`config.mk`:
```
export PLATFORM = sky130hd
export DESIGN_NAME = tohost_monitor_flat
export DESIGN_NICKNAME = d
export VERILOG_FILES = /design/src/rtl/tohost_monitor_pkg.sv /design/src/rtl/tohost_monitor_if.sv /design/src/rtl/tohost_monitor_cycle_watchdog.sv /design/src/rtl/tohost_monitor.sv /design/src/flat_wrapper.sv
export SDC_FILE = /design/constraint.sdc
export NUM_CORES = 1
export LEC_CHECK = 0
export ABC_AREA = 1
export CAP_MARGIN = 5
export CORE_UTILIZATION = 30
export DETAILED_ROUTE_END_ITERATION = 7
export HOLD_SLACK_MARGIN = 0.1
export MAX_ROUTING_LAYER = met4
export PLACE_DENSITY = 0.69
export SLEW_MARGIN = 20
export SYNTH_ARGS = -nofsm -noshare
export SYNTH_HDL_FRONTEND = slang
export SYNTH_HIERARCHICAL = 1
export SYNTH_SLANG_ARGS = --single-unit
```
`constraint.sdc`:
```
create_clock -name clk -period 1.66 [get_ports clk]
set_clock_uncertainty 0.15 [all_clocks]
set_input_delay 0.415 -clock clk [delete_from_list [all_inputs] [get_ports clk]]
set_output_delay 0.415 -clock clk [all_outputs]
set_load 0.02 [all_outputs]
```
`src/rtl/tohost_monitor_pkg.sv`:
```
// Shared definitions for the tohost monitor: FSM state encoding and the tohost pass word.
// Optional console feature is enabled with `define TOHOST_CONSOLE_EN.
package tohost_monitor_pkg;

  typedef enum logic [1:0] {
    ST_IDLE = 2'd0,
    ST_RUN  = 2'd1,
    ST_DONE = 2'd2
  } state_t;

  localparam logic [31:0] TOHOST_PASS = 32'h1;

endpackage

```
`src/rtl/tohost_monitor_if.sv`:
```
// Store bus into the tohost monitor.
// Handshake: a store transfers on a rising clk edge where wr_valid && wr_ready; addr/data/strb are
// sampled on that edge and the master holds them stable while wr_valid is high and wr_ready is low.
interface tohost_monitor_if;
  logic        wr_valid;
  logic        wr_ready;
  logic [31:0] wr_addr;
  logic [31:0] wr_data;
  logic [3:0]  wr_strb;

  modport master (output wr_valid, wr_addr, wr_data, wr_strb, input wr_ready);
  modport slave  (input wr_valid, wr_addr, wr_data, wr_strb, output wr_ready);
endinterface

```
`src/rtl/tohost_monitor_cycle_watchdog.sv`:
```
// Saturating RUN-cycle counter with an expiry compare against a programmable limit.
// Used by tohost_monitor (macro TOHOST_CONSOLE_EN does not affect this block).
module cycle_watchdog #(
  parameter int CNT_W = 32
) (
  input  logic             clk,
  input  logic             rst,
  input  logic             en,
  input  logic [CNT_W-1:0] limit,
  output logic [CNT_W-1:0] cnt,
  output logic             expired
);

  always_ff @(posedge clk or negedge rst) begin
    if (!rst) begin
      cnt <= '0;
    end else if (en && (cnt != '1)) begin
      cnt <= cnt + 1'b1;
    end
  end

  // Expiry is only meaningful while counting; the caller decides what it overrides.
  assign expired = en && (cnt == limit);

endmodule

```
`src/rtl/tohost_monitor.sv`:
```
// Device end of the riscv-tests tohost protocol: decodes the verdict word, runs a watchdog,
// and holds a sticky done/pass/fail_num verdict. `define TOHOST_CONSOLE_EN adds a console byte port.
module tohost_monitor
  import tohost_monitor_pkg::*;
#(
  parameter logic [31:0] TOHOST_ADDR    = 32'h0000_1000,
  parameter int          TIMEOUT_CYCLES = 5000,
  parameter int          CNT_W          = 32
`ifdef TOHOST_CONSOLE_EN
  ,
  parameter logic [31:0] CONSOLE_ADDR   = 32'h0000_1040
`endif
) (
  input  logic                clk,
  input  logic                rst,
  tohost_monitor_if.slave     bus,
  output logic                done,
  output logic                pass,
  output logic                timeout,
  output logic [30:0]         fail_num,
  output logic [CNT_W-1:0]    cycle_cnt,
  output state_t              state_dbg
`ifdef TOHOST_CONSOLE_EN
  ,
  output logic                con_valid,
  output logic [7:0]          con_data
`endif
);

  state_t state;
  state_t state_nx;
  logic   accept;
  logic   verdict_hit;
  logic   expired;

  assign accept      = bus.wr_valid && bus.wr_ready;
  // Only odd values are verdicts; even values are syscalls the bench program may issue.
  assign verdict_hit = accept && (state == ST_RUN) && (bus.wr_addr == TOHOST_ADDR) &&
                       (bus.wr_strb == 4'hF) && bus.wr_data[0];

  cycle_watchdog #(.CNT_W(CNT_W)) u_watchdog (
    .clk     (clk),
    .rst     (rst),
    .en      (state == ST_RUN),
    .limit   (CNT_W'(TIMEOUT_CYCLES - 1)),
    .cnt     (cycle_cnt),
    .expired (expired)
  );

  always_ff @(posedge clk or negedge rst) begin
    if (!rst) begin
      state <= ST_IDLE;
    end else begin
      state <= state_nx;
    end
  end

  always_comb begin
    state_nx = state;
    case (state)
      ST_IDLE: state_nx = ST_RUN;
      ST_RUN:  if (verdict_hit || expired) state_nx = ST_DONE;
      ST_DONE: state_nx = ST_DONE;
      default: state_nx = ST_IDLE;
    endcase
  end

  always_comb begin
    bus.wr_ready = (state != ST_IDLE);
    done         = (state == ST_DONE);
    state_dbg    = state;
  end

  // A verdict write on the expiry cycle takes priority over the watchdog.
  always_ff @(posedge clk or negedge rst) begin
    if (!rst) begin
      pass     <= 1'b0;
      timeout  <= 1'b0;
      fail_num <= '0;
    end else if (state == ST_RUN) begin
      if (verdict_hit) begin
        pass     <= (bus.wr_data == TOHOST_PASS);
        fail_num <= (bus.wr_data == TOHOST_PASS) ? 31'd0 : bus.wr_data[31:1];
      end else if (expired) begin
        timeout  <= 1'b1;
      end
    end
  end

`ifdef TOHOST_CONSOLE_EN
  always_ff @(posedge clk or negedge rst) begin
    if (!rst) begin
      con_valid <= 1'b0;
      con_data  <= 8'h00;
    end else begin
      con_valid <= accept && (bus.wr_addr == CONSOLE_ADDR) && bus.wr_strb[0];
      if (accept && (bus.wr_addr == CONSOLE_ADDR) && bus.wr_strb[0]) begin
        con_data <= bus.wr_data[7:0];
      end
    end
  end
`endif

endmodule
```
`src/flat_wrapper.sv`:
```
// flat-port wrapper written by rule: the top's interface ports become plain ports
module tohost_monitor_flat import tohost_monitor_pkg::*;
#(
  parameter logic [31:0] TOHOST_ADDR    = 32'h0000_1000,
  parameter int          TIMEOUT_CYCLES = 5000,
  parameter int          CNT_W          = 32

)
  (clk, rst, done, pass, timeout, fail_num, cycle_cnt, state_dbg, bus_wr_valid, bus_wr_addr, bus_wr_data, bus_wr_strb, bus_wr_ready);
  tohost_monitor_if bus_i ();
  input  logic clk;
  input  logic rst;
  output logic done;
  output logic pass;
  output logic timeout;
  output logic [30:0] fail_num;
  output logic [CNT_W-1:0] cycle_cnt;
  output state_t state_dbg;
  input wire logic [$bits(bus_i.wr_valid)-1:0] bus_wr_valid;
  input wire logic [$bits(bus_i.wr_addr)-1:0] bus_wr_addr;
  input wire logic [$bits(bus_i.wr_data)-1:0] bus_wr_data;
  input wire logic [$bits(bus_i.wr_strb)-1:0] bus_wr_strb;
  output wire logic [$bits(bus_i.wr_ready)-1:0] bus_wr_ready;
  assign bus_i.wr_valid = bus_wr_valid;
  assign bus_i.wr_addr = bus_wr_addr;
  assign bus_i.wr_data = bus_wr_data;
  assign bus_i.wr_strb = bus_wr_strb;
  assign bus_wr_ready = bus_i.wr_ready;
  tohost_monitor #(.TOHOST_ADDR(TOHOST_ADDR), .TIMEOUT_CYCLES(TIMEOUT_CYCLES), .CNT_W(CNT_W)) u_core (.clk(clk), .rst(rst), .bus(bus_i), .done(done), .pass(pass), .timeout(timeout), .fail_num(fail_num), .cycle_cnt(cycle_cnt), .state_dbg(state_dbg));
endmodule
```
==> impl_metrics.ini, run 1 <==
[min_path]
hp-class = reg -> reg

[synth]
yosys-top-cells-count = nand2_1, nor2_1, inv_1
ys.flop_type = dfrtp_1
yosysWarnings = 6
postSynthCellCount = 676
yosysTopAreaCell = dfrtp_1
netlist_area_um2 = 4410
avgSynthCellArea_um2 = 6.52
seq_area_frac_synth = 0.380
ys_types = 30
synth_enable_flop_cells = 0
synth_async_sr_flop_share = 1.00
synth_top_cell_area_share = 0.380
ys_top_cells_by_area = dfrtp_1, nand2_1, nor2_1, inv_1, nand3_1
synthMostInstantiatedCell = nand2_1
ys_ff_latch = 67

[routing]
antenna_left = 0
wl_per_cell_um = 13.8
viasPerCell = 4.51
vias = 5322
drt-initial-drc-count = 252
drc = 0
drt_pass1_iterations = 5
totalWireLength_um = 16300

[placement]
port_buffers = 139
pre_cts_ws_ns = -0.442
dp_cells = 1133
place.gp.congestion = 1.02
dp_hpwl_um = 11300
placed_area_um2 = 6960

[cts]
cts_root_buffer = clkbuf_16
cts_buffer_depth = 2
cts_max_level = 3
insertion_delay_ns = 0.35
cts_tree = done
clkSinkCount = 67
cts_buffers = 9
clk_pin_slew_ns = 0.06

[setup_path]
cp_max_fo = 5
start_kind = flop
cp-end-kind = flop
worstPathArrival_ns = 2.04
required_ns = 1.75
critPathKind = reg -> reg

[run_status]
violations = negative setup slack
outcome = finished, violations left

[timing]
timing.final.crit_share = 1.17
slew_viol_final = 0
clock.fmax_mhz = 513
min_period_ns = 1.95
hold_violations = 0
postLayoutSetupSlackWorst_ns = -0.288
rsz0062_at_grt = yes
fin_tns_setup_ns = -11.93
holdWs_ns = 0.331
setup-violations-final = 69

[global_route]
antenna_found_initial = 0
grt_usage = 0.221
grt_pass1_wl_um = 24100
grt_overflow_total = 0
grt_max_degree = 33
grt_pass1_vias = 4909

[cells_and_area]
num_antenna_cells = 0
fin_util = 0.572
final_cells = 1180
synthToLayoutAreaGrowth_pct = 82.7
drive_gt1_frac = 0.350
finalInstanceArea_um2 = 8060
fin_nets = 1070

[flow_run]
cap_violations = 0

[floorplan]
dieArea_um2 = 15200
rows = 43
die_h_um = 123
core_um2 = 14100
io_pins = 140
initial_core_util = 0.313
fp.dieW_um = 123

[power_and_ir_drop]
p_per_area_nw_per_um2 = 544
irDropWorstVdd_mv = 0.453
p_total_mw = 4.38
leakagePower_nw = 4.04
state kept, by name, summed over array words and instances (netlist names):
| name | count |
|---|---|
| u_core/state_dbg | 2 |
| u_core/u_watchdog/cnt | 32 |
| u_core/fail_num | 31 |
| u_core/pass | 1 |
| u_core/timeout | 1 |
per-layer routing:
| metal | vias to the layer above | global-route usage | share of wire |
|---|---|---|---|
| met4 | 0 | 0.0881 | 0.026 |
| li1 | 2659 | - | - |
| met1 | 2421 | 0.254 | 0.40 |
| met5 | - | - | 0 |
| met3 | 32 | 0.0341 | 0.057 |
| met2 | 210 | 0.383 | 0.51 |
critical path: stages (launching register included):
cell	delay (ns)
dfrtp_2	0.43
inv_4	0.08
ha_4	0.13
buf_6	0.10
nand2_2	0.03
nor2_1	0.08
nand3_1	0.11
nor2_4	0.20
nand2_4	0.12
buf_12	0.15
buf_16	0.13
nand2_2	0.07
o21ai_2	0.05
power by group:
part / leakage [nW] / switching [mW] / internal, mW
Clock: 0.151 / 0.845 / 1.19
Combinational: 3.02 / 0.300 / 0.342
Sequential: 0.870 / 0.0432 / 1.66
worst paths after layout:
path / slack [ns] / startpoint / end / cells after the start
min in group asynchronous: 0.38 / rst / u_core/u_watchdog/cnt[17] / 2
min: 0.33 / u_core/timeout / u_core/timeout / 2
max: -0.29 / u_core/state_dbg[1] / u_core/fail_num[23] / 12
max in group asynchronous: 0.46 / rst / u_core/u_watchdog/cnt[27] / 3
min reg2reg: 0.33 / u_core/timeout / u_core/timeout / 2
max reg2reg: -0.29 / u_core/state_dbg[1] / u_core/fail_num[23] / 12
layout make-up:
| class | instances | area [µm²] |
|---|---|---|
| inverters | 88 | 345 |
| fillers | 1287 | 6040 |
| well taps | 180 | 225 |
| flip-flops and latches | 67 | 1710 |
| repair buffers | 270 | 2540 |
| clock buffers | 9 | 225 |
| multi-input cells | 559 | 2920 |
| clock inverters | 7 | 82.6 |
repair_timing:
action | in CTS | in global routing
setup buffers | 13 | 12
pin swaps | 12 | 49
resized for setup | 237 | 143
hold buffers | 1 | 0
endpoints found under the hold margin | 23 | 0
setup endpoints to repair | 135 | 102
gates cloned | 7 | 4
layout by cell type (no fill, tap or decap), drive strengths merged, types with 2 or more instances in the layout:
master / instances
nand2: 282
buf: 147
nor2: 103
inv: 92
clkdlybuf4s50: 69
dfrtp: 67
conb: 52
o21ai: 46
nand3: 29
clkdlybuf4s15: 29
clkbuf: 22
nand4: 13
xor2: 13
dlygate4sd2: 11
xnor2: 7
ha: 4
clkinv: 2
or2: 2
o211ai: 2
nand3b: 2
nor3: 2
cells by family after synthesis:
kind of cell	after synthesis	synth area share
simple gates	432	0.401
buf+inv	102	0.100
fa+ha+maj	4	0.0113
other cells	2	0.00170
xor+xnor	20	0.0397
compound gates	49	0.0661
flops	67	0.380
Note: power is estimated with default switching activity, not from simulation.
==> run 2, diff against run 1 <==
--- a/config.mk
+++ b/config.mk
@@ -5,13 +5,12 @@
 export SDC_FILE = /design/constraint.sdc
 export NUM_CORES = 1
 export LEC_CHECK = 0
-export ABC_AREA = 1
 export CAP_MARGIN = 5
-export CORE_UTILIZATION = 30
+export CORE_UTILIZATION = 40
 export DETAILED_ROUTE_END_ITERATION = 7
 export HOLD_SLACK_MARGIN = 0.1
 export MAX_ROUTING_LAYER = met4
-export PLACE_DENSITY = 0.69
+export PLACE_DENSITY = 0.89
 export SLEW_MARGIN = 20
 export SYNTH_ARGS = -nofsm -noshare
 export SYNTH_HDL_FRONTEND = slang
==> run 2 against run 1 <==
The run still ends with negative setup slack left. Total power is 19% lower. Count of clock-buffer cells in the layout is 1 higher. Clock power is 32% lower. Final area is 14% lower. Sequential cell count stayed put. Global-route usage is 8.5 points higher. Cell count is 41% lower. Synthesized area is 20% lower. Worst setup slack worse by 0.44 ns. Via count is 29% lower.
==> impl_metrics.ini, run 2 <==
[cts]
cts_buffer_depth = 2
cts_tree = done
cts_buffers = 9
insertion_delay_ns = 0.36
cts_max_level = 3
clkSinkCount = 67
cts_root_buffer = clkbuf_8
clk_pin_slew_ns = 0.08

[synth]
yosysWarnings = 6
synth_enable_flop_cells = 0
postSynthCellCount = 306
synth_async_sr_flop_share = 1.00
ys.flop_type = dfrtp_1
yosysTopAreaCell = dfrtp_1
netlist_area_um2 = 3520
synth_top_cell_area_share = 0.477
ys_top_cells_by_area = dfrtp_1, xnor2_1, mux2_2, xor2_1, nor4_1
ys_ff_latch = 67
seq_area_frac_synth = 0.477
synthMostInstantiatedCell = dfrtp_1
avgSynthCellArea_um2 = 11.5
ys_types = 41
yosys-top-cells-count = dfrtp_1, xnor2_1, mux2_2

[routing]
wl_per_cell_um = 20.9
totalWireLength_um = 14600
viasPerCell = 5.41
antenna_left = 0
drt-initial-drc-count = 155
drc = 0
vias = 3786
drt_pass1_iterations = 5

[cells_and_area]
final_common_cell = buf_4
fin_nets = 665
fin_util = 0.827
synthToLayoutAreaGrowth_pct = 97.0
final_cell_mix = buf_4, clkdlybuf4s50_1, buf_6
fillers = 415
drive_gt1_frac = 0.504
num_antenna_cells = 0
largest_reg_flops = 32
regArea_um2 = 1720
multi_input_area_um2 = 2430
top_register = u_core/u_watchdog/cnt

[run_status]
outcome = finished, violations left
violations = negative setup slack

[power_and_ir_drop]
p_sw_mw = 0.910
leakagePower_nw = 3.18
clockPowerShare = 0.391
irDropWorstVdd_mv = 0.447
swShare = 0.258
p_per_area_nw_per_um2 = 510
pwr-share-comb = 0.138
internal_power_mw = 2.62
power_frac_seq = 0.471

[floorplan]
fp.dieW_um = 95.8
initial_core_util = 0.420
core_um2 = 8380
io_pins = 140
rows = 33
die_h_um = 95.8
dieArea_um2 = 9170

[setup_path]
cp_cell_sequence = xnor2_2 > nand4_1 > nor4_2 > nand4_1 > nor4_2 > buf_4 > inv_2 > o311ai_4 > mux2_4
crit_family = simple AND/OR/NAND/NOR gates
critPathKind = reg -> reg
cp-end-kind = flop
start_kind = flop
critPathBufInv = 2
crit_start = u_core/u_watchdog/cnt[19]
slowest_delay_ns = 0.46
cp_max_fo = 2
r2r_start = u_core/u_watchdog/cnt[19]
cp_slowest_cell = dfrtp_2
required_ns = 1.75
worstPathArrival_ns = 2.47

[timing]
setup-violations-final = 72
clock.fmax_mhz = 419
postLayoutSetupSlackWorst_ns = -0.725
slew_headroom = 0.632
slew_viol_final = 0
fin_tns_setup_ns = -34.75
worstMarginPinSlew_ns = 0.547
hold_violations = 0
timing.final.crit_share = 1.44
holdWs_ns = 0.362
rsz0062_at_grt = yes
min_period_ns = 2.38

[global_route]
grt_pass1_wl_um = 19800
grt_max_degree = 68
antenna_found_initial = 0
grt_pass1_vias = 3970
grt_usage = 0.306
grt_overflow_total = 0

[min_path]
hp-class = reg -> reg
hold_path.startpoint = u_core/timeout

[flow_run]
cap_violations = 0

[placement]
pre_cts_ws_ns = -1.01
port_buffers = 139
dp_hpwl_um = 9150
place.gp.congestion = 0.875
run 2: changes by cell type after synthesis, sizes merged, moves of 23 or more:
cell	delta
nor4	+23
nand2	-265
o21ai	-41
inv	-79
xnor2	+33
nor2	-89
mux2	+34
run 2: area by class of cell:
type                    count  area share
well taps                 105      0.0190
flip-flops and latches     67       0.248
clock inverters             6     0.00957
clock buffers              10      0.0184
repair buffers            253       0.349
multi-input cells         250       0.351
inverters                   9     0.00560
run 2: cell families after synthesis:
kind of cell | Yosys count | share of synthesized area
adders and majority gates | 4 | 0.0142
muxes | 35 | 0.113
xor gates and xnor gates | 58 | 0.144
AOI/OAI and AO/OA | 16 | 0.0374
and+or+nand+nor | 105 | 0.181
other | 2 | 0.00214
DFF | 67 | 0.477
buffers and inverters | 19 | 0.0309
run 2: stage by stage:
step	cells	power (mW)	cell area (µm²)
floorplan	336	1.82	3940
finish	700	3.53	6930
CTS	681	3.50	6420
global placement	655	2.13	6010
detailed placement	655	2.14	6010
global route	700	3.67	6930
run 2: routing by layer:
metal | share of wire | track usage
met5 | 0 | -
met4 | 0.055 | 0.144
met3 | 0.056 | 0.0569
met2 | 0.55 | 0.573
met1 | 0.34 | 0.305
run 2: final timing paths:
kind	to	slack (ns)	depth (start not counted)
setup / recovery	u_core/state_dbg[1]	-0.72	9
hold / removal	u_core/timeout	0.36	1
setup reg to reg	u_core/state_dbg[1]	-0.72	9
hold reg to reg	u_core/timeout	0.36	1
max in group asynchronous	u_core/u_watchdog/cnt[11]	0.56	3
min in group asynchronous	u_core/u_watchdog/cnt[31]	0.46	3
run 2: power by group through the flow:
stage | Combinational [mW] | Clock [mW] | Sequential, mW
floorplan | 0.0952 | 0 | 1.73
global placement | 0.434 | 0 | 1.69
global route | 0.515 | 1.49 | 1.67
CTS | 0.455 | 1.38 | 1.66
detailed placement | 0.449 | 0 | 1.69
finish | 0.487 | 1.38 | 1.66
run 2: timing repair:
action | in CTS | in global routing
hold endpoints to repair | 67 | 0
hold buffers | 1 | 0
gates resized for setup | 253 | 119
setup buffers | 10 | 24
pin swaps | 29 | 36
cloned | 1 | 2
setup endpoints to repair | 136 | 115
run 2: worst reg2reg max path, stage by stage (launching register included):
cell and delay [ns]:
dfrtp_2 0.46, xnor2_2 0.14, nand4_1 0.16, nor4_2 0.32, nand4_1 0.17, nor4_2 0.24
buf_4 0.19, inv_2 0.04, o311ai_4 0.06, mux2_4 0.33
